===== src/rtl/ps2_key_tracker.sv =====
`default_nettype none
// ============================================================================
//  Module      : ps2_key_tracker
//  Description : Decodes PS/2 Set-2 make/break byte streams into held-key flags
//                for W/S/P/L and per-paddle direction outputs.
//                Optional feature macro: PS2_ARROW_KEYS_EN (E0 75 / E0 72
//                act as P / L).
//  Revision    : 1.0 - initial release
// ============================================================================
module ps2_key_tracker #(
    parameter logic [15:0] TIMEOUT_CYCLES = 16'd50000,
    parameter int          CNT_W          = 16
) (
    input  logic       clk,
    input  logic       rst_n,
    input  logic [7:0] code_in,
    input  logic       code_valid,
    input  logic       clear,
    output logic       key_w,
    output logic       key_s,
    output logic       key_p,
    output logic       key_l,
    output logic       left_up,
    output logic       left_down,
    output logic       right_up,
    output logic       right_down,
    output logic       key_event,
    output logic [7:0] key_code,
    output logic       key_released
);

    localparam logic [7:0] CODE_BREAK = 8'hF0;
    localparam logic [7:0] CODE_EXT   = 8'hE0;
    localparam logic [7:0] CODE_W     = 8'h1D;
    localparam logic [7:0] CODE_S     = 8'h1B;
    localparam logic [7:0] CODE_P     = 8'h4D;
    localparam logic [7:0] CODE_L     = 8'h4B;
`ifdef PS2_ARROW_KEYS_EN
    localparam logic [7:0] CODE_UP    = 8'h75;
    localparam logic [7:0] CODE_DOWN  = 8'h72;
    localparam int         NFLAG      = 6;
`else
    localparam int         NFLAG      = 4;
`endif

    localparam logic [CNT_W-1:0] CNT_LAST = CNT_W'(TIMEOUT_CYCLES - 16'd1);
    localparam logic [CNT_W-1:0] CNT_ONE  = CNT_W'(1);

    typedef enum logic [1:0] {
        S_IDLE      = 2'd0,
        S_BREAK     = 2'd1,
        S_EXT       = 2'd2,
        S_EXT_BREAK = 2'd3
    } state_t;

    state_t            state_q;
    logic [CNT_W-1:0]  cnt_q;
    // Flag order: W, S, P, L, then arrow-up, arrow-down when enabled.
    logic [NFLAG-1:0]  flags_q;
    logic [NFLAG-1:0]  flags_d;
    logic [NFLAG-1:0]  sel_d;
    logic              key_event_q;
    logic [7:0]        key_code_q;
    logic              key_released_q;

    logic              is_prefix_d;
    logic              release_d;
    logic              changed_d;

    assign is_prefix_d = (code_in == CODE_BREAK) || (code_in == CODE_EXT);
    assign release_d   = (state_q == S_BREAK) || (state_q == S_EXT_BREAK);

    always_comb begin
        sel_d = '0;
        if (!is_prefix_d) begin
            if ((state_q == S_IDLE) || (state_q == S_BREAK)) begin
                sel_d[3:0] = {code_in == CODE_L, code_in == CODE_P,
                              code_in == CODE_S, code_in == CODE_W};
            end
`ifdef PS2_ARROW_KEYS_EN
            else begin
                sel_d[5:4] = {code_in == CODE_DOWN, code_in == CODE_UP};
            end
`endif
        end
        flags_d = release_d ? (flags_q & ~sel_d) : (flags_q | sel_d);
    end

    // Repeats and releases of unheld keys leave flags_d equal to flags_q.
    assign changed_d = (flags_d != flags_q);

    always_ff @(posedge clk or negedge rst_n) begin
        if (!rst_n) begin
            state_q        <= S_IDLE;
            cnt_q          <= '0;
            flags_q        <= '0;
            key_event_q    <= 1'b0;
            key_code_q     <= 8'h00;
            key_released_q <= 1'b0;
        end else begin
            key_event_q <= 1'b0;
            if (clear) begin
                state_q <= S_IDLE;
                cnt_q   <= '0;
                flags_q <= '0;
            end else if (code_valid) begin
                cnt_q <= '0;
                if (code_in == CODE_BREAK) begin
                    state_q <= ((state_q == S_IDLE) || (state_q == S_BREAK))
                               ? S_BREAK : S_EXT_BREAK;
                end else if (code_in == CODE_EXT) begin
                    state_q <= ((state_q == S_IDLE) || (state_q == S_EXT))
                               ? S_EXT : S_EXT_BREAK;
                end else begin
                    state_q <= S_IDLE;
                    flags_q <= flags_d;
                    if (changed_d) begin
                        key_event_q    <= 1'b1;
                        key_code_q     <= code_in;
                        key_released_q <= release_d;
                    end
                end
            end else if (state_q != S_IDLE) begin
                // A stale prefix is abandoned without touching the flags.
                if (cnt_q == CNT_LAST) begin
                    state_q <= S_IDLE;
                    cnt_q   <= '0;
                end else begin
                    cnt_q <= cnt_q + CNT_ONE;
                end
            end else begin
                cnt_q <= '0;
            end
        end
    end

    assign key_w = flags_q[0];
    assign key_s = flags_q[1];
`ifdef PS2_ARROW_KEYS_EN
    assign key_p = flags_q[2] | flags_q[4];
    assign key_l = flags_q[3] | flags_q[5];
`else
    assign key_p = flags_q[2];
    assign key_l = flags_q[3];
`endif

    assign left_up      = key_w & ~key_s;
    assign left_down    = key_s & ~key_w;
    assign right_up     = key_p & ~key_l;
    assign right_down   = key_l & ~key_p;

    assign key_event    = key_event_q;
    assign key_code     = key_code_q;
    assign key_released = key_released_q;

endmodule
`default_nettype wire


===== config.mk =====
export PLATFORM = sky130hd
export DESIGN_NAME = ps2_key_tracker
export DESIGN_NICKNAME = d
export VERILOG_FILES = /design/src/rtl/ps2_key_tracker.sv
export SDC_FILE = /design/constraint.sdc
export NUM_CORES = 1
export LEC_CHECK = 0
export BUFFER_PORTS_ARGS = -buffer_cell sky130_fd_sc_hd__buf_4
export CORE_ASPECT_RATIO = 0.5
export CORE_UTILIZATION = 59
export CTS_BUF_LIST = sky130_fd_sc_hd__clkbuf_16
export CTS_CLUSTER_DIAMETER = 80
export DETAILED_ROUTE_END_ITERATION = 12
export PLACE_DENSITY_LB_ADDON = 0.2
export SLEW_MARGIN = 20
export SYNTH_ARGS = -nofsm -noshare
export SYNTH_HDL_FRONTEND = slang
export SYNTH_SLANG_ARGS = --single-unit

===== constraint.sdc =====
create_clock -name clk -period 3 [get_ports clk]
set_clock_uncertainty 0.2 [all_clocks]
set_input_delay 0.15 -clock clk [delete_from_list [all_inputs] [get_ports clk]]
set_output_delay 0.15 -clock clk [all_outputs]
set_load 0.01 [all_outputs]

==> results.md, run 1 <==
- Status: finished clean
- RR Endpoint: key_code[2]
- Hold Crit Class: input pin to register
- Clk sink count: 32
- Worst path max stage delay: 530 ps
- Required time worst endpoint: 2960 ps
- Total GRT Usage: 26.0%
- Worst-Skew Late Latency: 280 ps
- # hold bufs at CTS: 5
- DR vias: 1348
- Worst EP arrival: 2280 ps
- Drt wl/cell: 15.8 µm
- Vias in the first global route: 1160
- RR Startpoint: state_q[0]
- Synth Instances: 159
- TritonCTS buffer count: 5
- Hold Crit Endpoint: flags_q[2]
- Setup TNS: 0 ps
- Overall power: 997 µW
- CTS root buf: clkbuf_16
- Critical Path Fanout Max: 10
- Max-cap violations: 0
- Core Rows: 13
- Drt total wl: 3.69 mm
- CTS clk-pin slew, worst paths: 50 ps
- I/O Buffers: 29
- TritonCTS clock tree: yes
- Cell variety after synth: 35
- R2R setup slack: 880 ps
- Post-Syn Area: 0.00165 mm²
- Post-route DRC: 0
- Starting DRT DRC Count: 96
- Max Freq: 0.432 GHz
- Tmin final: 2320 ps
- Sequential element share of the synthesized area: 48.5%
- #FFs+latches synth: 32
- Final Non-Filler Cells: 233
- Post-DP HPWL: 2.38 mm
- Final period util: 77.2%
- Warnings, synthesis: 0
- Setup violators final: 0
- Largest net degree at the start of global routing: 33
- Hold slack: 17.9 ps
- Power per cell area: 484 mW/mm²
- Gp weighted congestion: 0.889
- Core area: 0.00262 mm²
- Most common cell after layout, fill and taps aside: dfrtp_1
- H-tree Lvls: 2
- Area Overhead vs Synth: 24.8%
- I/O Pins: 30
- Die height: 39.4 µm
- Post_cts resized: 0
- EDFF count, synth: 0
- Reg2reg path depth: 5
- Slowest cell on the critical path: dlygate4sd3_1
- ANT cells: 0
- 1st-pass router iterations: 4
- Fin. max-slew vios: 0
- Routed Antenna Nets: 0
- Biggest area consumer among synthesized cells: dfrtp_1
- Main synth FF type: dfrtp_1
- Worst slew pin tran: 635 ps
- Avg Inst Size Synth: 10.4 µm²
- Placed Cells incl. Taps: 221
- Crit end category: register
- Starting Density: 63.0%
- Post-Syn Nets: 172
- Layout cell share with drive strength beyond 1: 23.0%
- Worst-case clock buffer depth: 2
- First-pass GRT wire length: 5.61 mm
- Vias per cell: 5.79
- Die Wd: 76.8 µm
- Hold Crit Depth: 4
- Synth area leaders: dfrtp_1 (49%), nor2_1 (6.4%), xnor2_1 (5.8%)
- Worst setup SP type: input pin
- Post-synth top area share: 48.5%
- Die ar.: 0.00303 mm²
- Gr ovfl total: 0
- Cell Chain, Critical Path: dlygate4sd3_1 > buf_4 > nor2b_1 > a22oi_1 > o2bb2ai_1 > o21ai_4 > mux2_4
- Final Hold Viols: 0
- Async set-reset flop share out of synthesis: 100%
- Kind of critical path: input pin to register
- Hold Crit Start: code_valid
- Leakage: 0.000923 µW
- Max rail drop VDD: 0.000306 V
- Post-CTS Setup Bufs: 0
- Max_slew headroom: 57.7%
- Initial antenna violation count: 0
- RSZ-0062 raised after global routing: no
- Final net count: 209
- Most frequent cells in the layout: dfrtp_1 (32), buf_4 (29), nor2_1 (28)
-- cells by family after synthesis --
kind of cell	count (synthesis)	share of synthesized area (%)
AOI/OAI and AO/OA	21	12.7
buffers and inverters	9	3.49
xor gates and xnor gates	18	9.55
and+or+nand+nor	76	23.2
DFF	32	48.5
muxes	2	1.82
adders and majority gates	1	0.758
-- worst max-delay path: cells and delay by family --
kind | cells | cell delay, ps
simple gates | 1 | 440
buf+inv | 2 | 690
mux | 1 | 310
compound gates | 3 | 680
-- metrics by stage --
step | setup slack, ps | util, % | area, µm²
2_1_floorplan | 1170 | - | 1650
3_3_place_gp | 1050 | 71.6 | 1880
3_5_place_dp | 965 | 71.6 | 1880
4_1_cts | 795 | 78.6 | 2060
5_1_grt | 634 | 78.6 | 2060
6_report | 684 | 78.6 | 2060
-- power breakdown --
part	total, µW	internal, µW	leakage [µW]	switching (µW)
Sequential	446	441	0.000445	4.86
Clock	474	297	0.0000709	176
Combinational	78.0	38.5	0.000407	39.5
Total	997	777	0.000923	221
-- flip-flops by register name (all words and copies together) (netlist names) --
signal	count
key_code	8
flags_q	4
state_q	2
key_released	1
key_event	1
cnt_q	16
-- cell type report --
| type | instances | area [µm²] |
|---|---|---|
| repair buffers | 34 | 268 |
| inverters | 5 | 18.8 |
| multi-input cells | 118 | 792 |
| flip-flops and latches | 32 | 801 |
| clock buffers | 5 | 125 |
| well taps | 37 | 46.3 |
| clock inverters | 2 | 8.76 |
| fillers | 173 | 559 |
-- routing by layer --
| layer | vias to the layer above | track usage (%) | share of wire (%) | wire length (µm) |
|---|---|---|---|---|
| met5 | - | 0 | 0 | 0 |
| met3 | 9 | 6.74 | 6.3 | 233 |
| met4 | 0 | 11.1 | 1.3 | 48 |
| li1 | 633 | - | - | - |
| met2 | 60 | 44.4 | 46 | 1710 |
| met1 | 646 | 32.5 | 46 | 1690 |
-- worst max path at each step --
stage / to / slack (ps) / startpoint / cells after the start
floorplan: key_code[2] / 1170 / state_q[0] / 6
global placement: key_code[4] / 1050 / state_q[0] / 5
detailed placement: key_code[2] / 960 / state_q[0] / 5
CTS: key_code[2] / 790 / code_in[4] / 7
global route: key_code[2] / 630 / code_in[4] / 7
finish: key_code[2] / 680 / code_in[4] / 7
-- synthesized netlist by cell type, drive strengths merged (4+ instances only) --
master and n:
a41oi 4, dfrtp 32, inv 5, nand2 12
nand3 7, nand4 4, nor2 29, nor2b 8
o2bb2ai 5, xnor2 11, xor2 7
(Power assumes the default switching activity.)
==> run 2: changes to the inputs <==
--- a/config.mk
+++ b/config.mk
@@ -5,9 +5,10 @@
 export SDC_FILE = /design/constraint.sdc
 export NUM_CORES = 1
 export LEC_CHECK = 0
+export ABC_AREA = 1
 export BUFFER_PORTS_ARGS = -buffer_cell sky130_fd_sc_hd__buf_4
 export CORE_ASPECT_RATIO = 0.5
-export CORE_UTILIZATION = 59
+export CORE_UTILIZATION = 50
 export CTS_BUF_LIST = sky130_fd_sc_hd__clkbuf_16
 export CTS_CLUSTER_DIAMETER = 80
 export DETAILED_ROUTE_END_ITERATION = 12
==> constraint.sdc (replaced) <==
create_clock -name clk -period 2.1 [get_ports clk]
set_clock_uncertainty 0.2 [all_clocks]
set_input_delay 0.105 -clock clk [delete_from_list [all_inputs] [get_ports clk]]
set_output_delay 0.105 -clock clk [all_outputs]
set_load 0.01 [all_outputs]
==> run 2 against run 1 <==
  * Register-to-register slack got worse by 620 ps
  * Clock power increased by 41%
  * Area after synthesis increased by 11%
  * Largest power group unchanged
==> results.md, run 2 <==
- Clk sink count: 32
- Int Power: 1100 µW
- Overall power: 1420 µW
- Core area: 0.00347 mm²
- Synth Instances: 243
- Setup TNS: 0 ps
- Final Hold Viols: 0
- Kind of critical path: input pin to register
- Post-Syn Nets: 256
- Sequential Power Share: 45.1%
- Most frequent cells in the layout: nand2_1 (73), nor2_1 (36), dfrtp_1 (32)
- Die ar.: 0.00392 mm²
- H-tree Lvls: 2
- Core Rows: 15
- DP Worst Slack: 272 ps
- Largest Register: cnt_q
- Sequential element share of the synthesized area: 43.8%
- Die height: 44.8 µm
- Max-cap violations: 0
- Most common cell in the netlist: nand2_1
- Starting Density: 52.7%
- Layout cell share with drive strength beyond 1: 22.0%
- Worst EP arrival: 1860 ps
- Starting DRT DRC Count: 73
- Vias in the first global route: 1472
- Initial antenna violation count: 0
- Post_cts resized: 0
- Power per cell area: 612 mW/mm²
- Hold Crit Class: input pin to register
- Critical Path Fanout Max: 8
- 1st-pass router iterations: 4
- Clock power frac: 47.3%
- Max_slew headroom: 68.0%
- Comb pwr share: 7.6%
- Biggest area consumer among synthesized cells: dfrtp_1
- Worst setup SP type: input pin
- Post-route DRC: 0
- Max reg flops: 16
- Crit end category: register
- Vias per cell: 4.93
- Die Wd: 87.5 µm
- Area Overhead vs Synth: 26.5%
- Leakage: 0.00117 µW
- Max rail drop VDD: 0.000288 V
- #FFs+latches synth: 32
- Avg Inst Size Synth: 7.53 µm²
- Total GRT Usage: 21.6%
- Post-Syn Area: 0.00183 mm²
- Setup violators final: 0
- Async set-reset flop share out of synthesis: 100%
- Gr ovfl total: 0
- Routed Antenna Nets: 0
- Switching Share: 22.1%
- Gp weighted congestion: 0.928
- TritonCTS buffer count: 5
- Final net count: 299
- Net Switching: 313 µW
- Warnings, synthesis: 0
- Post-DP HPWL: 2.85 mm
- Required time worst endpoint: 2070 ps
- Synth top cells by count: nand2_1 (73), nor2_1 (36), dfrtp_1 (32)
- I/O Buffers: 29
- Worst-Skew Late Latency: 270 ps
- Largest net degree at the start of global routing: 33
- RSZ-0062 raised after global routing: no
- CTS clk-pin slew, worst paths: 50 ps
- Drt total wl: 3.96 mm
- EDFF count, synth: 0
- ANT cells: 0
- Main synth FF type: dfrtp_1
- Post-synth top area share: 43.8%
- Tmin final: 1900 ps
- Drt wl/cell: 11.8 µm
- Status: finished clean
- DR vias: 1660
- Worst-case clock buffer depth: 2
- Worst Setup Slack, final: 203 ps
- Post-layout util: 66.7%
- I/O Pins: 30
- First-pass GRT wire length: 6.40 mm
- Reg2reg path depth: 10
- Most common cell after layout, fill and taps aside: nand2_1
- Max Freq: 0.527 GHz
- Synth area leaders: dfrtp_1 (44%), nand2_1 (15%), nor2_1 (7.4%)
- Hold Crit Depth: 4
- Final period util: 90.4%
- TritonCTS clock tree: yes
- Worst slew pin tran: 480 ps
- Fin. max-slew vios: 0
- CTS root buf: clkbuf_16
- Cell variety after synth: 30
-- run 2: cell types whose count changed after synthesis, moves of 5 or more --
cell       previous run  this run
inv_1                 5        26
inv_2                 0         6
nand2_2               0         5
xnor2_1              11         1
nand4_1               4        11
nand2_1              12        73
o2bb2ai_1             5         0
nor2b_1               7         0
nor3_1                2         8
nor2_1               28        36
-- run 2: layer usage --
metal	vias to the layer above	global-route usage, %	share of wire, %
met4	0	4.92	0.35
met2	30	38.6	49
met1	773	27.0	48
li1	855	-	-
met3	2	5.48	3.3
met5	-	0	0
-- run 2: power groups by stage --
stage	Combinational (µW)	Clock [µW]	Sequential (µW)
floorplan	31.9	0	656
global placement	98.7	0	648
detailed placement	101	0	649
CTS	110	681	638
global route	122	697	639
finish	108	670	638
-- run 2: through the flow --
stage | hold WS, ps | instance area (µm²) | std cells
final | 15.6 | 2310 | 337
after floorplan | -391 | 1830 | 243
after CTS | 18.0 | 2310 | 337
after global placement | -138 | 2120 | 324
after global routing | 53.7 | 2310 | 337
after detailed placement | -127 | 2120 | 324
-- run 2: cell type report --
class	instances	area, µm²
repair buffers	37	293
fillers	305	1160
inverters	33	126
clock buffers	5	125
well taps	51	63.8
clock inverters	2	7.51
flip-flops and latches	32	801
multi-input cells	177	898
-- run 2: critical path, stage by stage --
cell and delay [ps]:
dlygate4sd3_1 530, buf_4 140, inv_1 60, nand2_1 50, nor2_1 350, nand4_1 140
nand2_1 90, nor2_1 70, nand2_4 100, nand2_4 90, nand2_1 90, nand2_1 40
-- run 2: cell families after synthesis --
family | Yosys count | synth area share (%)
and+or+nand+nor | 162 | 43.0
xor gates and xnor gates | 4 | 1.92
buffers and inverters | 34 | 7.11
AOI/OAI and AO/OA | 10 | 3.56
adders and majority gates | 1 | 0.684
DFF | 32 | 43.8
-- run 2: worst paths after layout --
path,slack [ps],end,from
max in group asynchronous,1290,flags_q[2],rst_n
worst min-delay path,20,flags_q[0],code_valid
min in group asynchronous,110,cnt_q[9],rst_n
worst max register to register,260,cnt_q[14],cnt_q[0]
worst max-delay path,200,key_code[1],code_in[2]
worst min register to register,260,key_code[0],key_code[0]
-- run 2: what timing repair did --
| action | CTS | global route |
|---|---|---|
| hold endpoints to repair | 40 | 0 |
| buffers inserted | 0 | 0 |
| hold buffers | 6 | 0 |
==> run 3: changes to the inputs <==
--- a/config.mk
+++ b/config.mk
@@ -8,9 +8,10 @@
 export ABC_AREA = 1
 export BUFFER_PORTS_ARGS = -buffer_cell sky130_fd_sc_hd__buf_4
 export CORE_ASPECT_RATIO = 0.5
-export CORE_UTILIZATION = 50
+export CORE_UTILIZATION = 56
 export CTS_BUF_LIST = sky130_fd_sc_hd__clkbuf_16
 export CTS_CLUSTER_DIAMETER = 80
+export CTS_CLUSTER_SIZE = 12
 export DETAILED_ROUTE_END_ITERATION = 12
 export PLACE_DENSITY_LB_ADDON = 0.2
 export SLEW_MARGIN = 20
==> constraint.sdc (replaced) <==
create_clock -name clk -period 2 [get_ports clk]
set_clock_uncertainty 0.2 [all_clocks]
set_input_delay 0.1 -clock clk [delete_from_list [all_inputs] [get_ports clk]]
set_output_delay 0.1 -clock clk [all_outputs]
set_load 0.01 [all_outputs]
==> run 3 against run 2 <==
  * Via count increased by 3.5%
  * Final area increased by 0.97%
  * Die area decreased by 10%
  * Hold slack improved by 34 ps
  * Worst setup slack got worse by 110 ps
  * Register-to-register slack got worse by 170 ps
  * Clock power increased by 8.2%
  * Sequential share of layout area decreased by 0.33 points
  * Largest cell class unchanged
==> results.md, run 3 (synthesis gave the netlist of run 2 again) <==
- Status: finished clean
- Post-layout util: 76.7%
- 1st-pass router iterations: 4
- Largest Register: cnt_q
- Starting Density: 60.0%
- CTS clk-pin slew, worst paths: 60 ps
- TritonCTS clock tree: yes
- Critical Path Fanout Max: 4
- Hold Crit Depth: 5
- Max_slew headroom: 68.9%
- Sequential Power Share: 44.4%
- Final Hold Viols: 0
- Largest net degree at the start of global routing: 33
- Layout filler cell count: 221
- Top delay family on crit path: simple AND/OR/NAND/NOR gates
- Switching Share: 22.8%
- Kind of critical path: register to register
- Clk sink count: 32
- Setup violators final: 0
- H-tree Lvls: 2
- Die Wd: 82.8 µm
- CTS root buf: clkbuf_16
- FF/Latch Area: 801 µm²
- Worst slew pin tran: 466 ps
- I/O Pins: 30
- CP dominant cell by count: nand2_1
- Area Overhead vs Synth: 27.8%
- Vias in the first global route: 1611
- Final net count: 301
- Critical path buffer and inverter count: 0
- Worst EP arrival: 1870 ps
- Layout cell share with drive strength beyond 1: 23.5%
- Worst-case clock buffer depth: 2
- Required time worst endpoint: 1960 ps
- DR vias: 1718
- Die height: 42.4 µm
- RR Endpoint: cnt_q[14]
- Final period util: 95.5%
- Cell Chain, Critical Path: ha_2 > nand3_4 > nor3_4 > nand2_2 > nor2_2 > nand2_1 > nor2_2 > nand2_1 > nand2_1 > nor2_1
- Worst setup SP type: register
- Drt total wl: 4.11 mm
- RR Startpoint: cnt_q[1]
- Gp weighted congestion: 0.930
- Net Switching: 344 µW
- Core Rows: 14
- Hold Crit Start: code_in[5]
- First-pass GRT wire length: 6.97 mm
- Hold Crit Endpoint: state_q[1]
- Most common cell after layout, fill and taps aside: nand2_1
- I/O Buffers: 29
- Crit end category: register
- ANT cells: 0
- Starting DRT DRC Count: 96
- Int Power: 1170 µW
- Initial antenna violation count: 0
- Fin. max-slew vios: 0
- Most frequent cells in the layout: nand2_1 (73), nor2_1 (35), dfrtp_1 (32), buf_4 (32), inv_1 (26)
- Clock power frac: 48.0%
- CP startpoint: cnt_q[1]
- Die ar.: 0.00351 mm²
- Post-DP HPWL: 2.93 mm
- Max reg flops: 16
- Gr ovfl total: 0
- Tmin final: 1910 ps
- Total GRT Usage: 25.4%
- Core area: 0.00305 mm²
- Max rail drop VDD: 0.000582 V
- Slowest cell on the critical path: dfrtp_1
- Reg2reg path depth: 10
- Hold Crit Class: input pin to register
- Max-cap violations: 0
- Setup TNS: 0 ps
- Routed Antenna Nets: 0
- R2R setup slack: 90 ps
- Vias per cell: 5.22
- Worst-Skew Late Latency: 280 ps
- Multi-input logic area: 911 µm²
- TritonCTS buffer count: 5
- Post-route DRC: 0
- Drt wl/cell: 12.5 µm
- Max Freq: 0.524 GHz
- Leakage: 0.00118 µW
- Comb pwr share: 7.7%
- Worst path max stage delay: 390 ps
- Power per cell area: 647 mW/mm²
## run 3: changes by cell type in the layout (fill, tap and decap cells not counted), sizes merged
cell / before / now
dlygate4sd3: 6 / 7
buf: 31 / 32
clkinv: 2 / 3
## run 3: power groups by stage
stage               registers [µW]  logic [µW]  clock network [µW]
finish                         670         116                 725
global route                   672         130                 749
CTS                            670         117                 735
detailed placement             681         106                   0
global placement               681         103                   0
floorplan                      689        33.5                   0
## run 3: area by class of cell
class / instances / area share [%]
multi-input combinational: 177 / 39.0
tap: 40 / 2.14
timing repair buffer: 39 / 13.3
inverter: 33 / 5.41
sequential: 32 / 34.3
clock inverter: 3 / 0.589
clock buffer: 5 / 5.35
## run 3: through the flow
stage	worst slack [ps]	total power [µW]	hold WS, ps	instances	area [µm²]
2_1_floorplan	340	722	-396	243	1830
3_3_place_gp	280	784	-146	313	2110
3_5_place_dp	155	787	-136	313	2110
4_1_cts	126	1520	41.1	328	2320
5_1_grt	-15.8	1550	77.0	329	2340
6_report	90.6	1510	49.2	329	2340
## run 3: repair_timing
item	4_1_cts	5_1_grt
setup buffers	0	1
endpoints found under the setup margin	0	5
hold buffers	7	0
resized for setup	0	3
endpoints found under the hold margin	40	0
## run 3: how the worst max path moves through the flow
stage | end | slack (ps) | depth (start not counted)
finish | cnt_q[14] | 90 | 10
global route | cnt_q[14] | -20 | 10
CTS | cnt_q[14] | 130 | 10
detailed placement | cnt_q[14] | 150 | 10
global placement | cnt_q[14] | 280 | 10
floorplan | cnt_q[14] | 340 | 10
## run 3: metal layers
| layer | GRT usage (%) | up-vias | wire [µm] |
|---|---|---|---|
| met5 | 0 | - | 0 |
| met4 | 7.93 | 0 | 10 |
| met3 | 5.31 | 2 | 194 |
| met2 | 45.6 | 48 | 2040 |
| met1 | 31.3 | 796 | 1870 |
| li1 | - | 872 | - |
## run 3: worst min-delay path: cells and delay by family
family | cells | cell delay [ps]
buffers and inverters | 1 | 110
and+or+nand+nor | 4 | 270
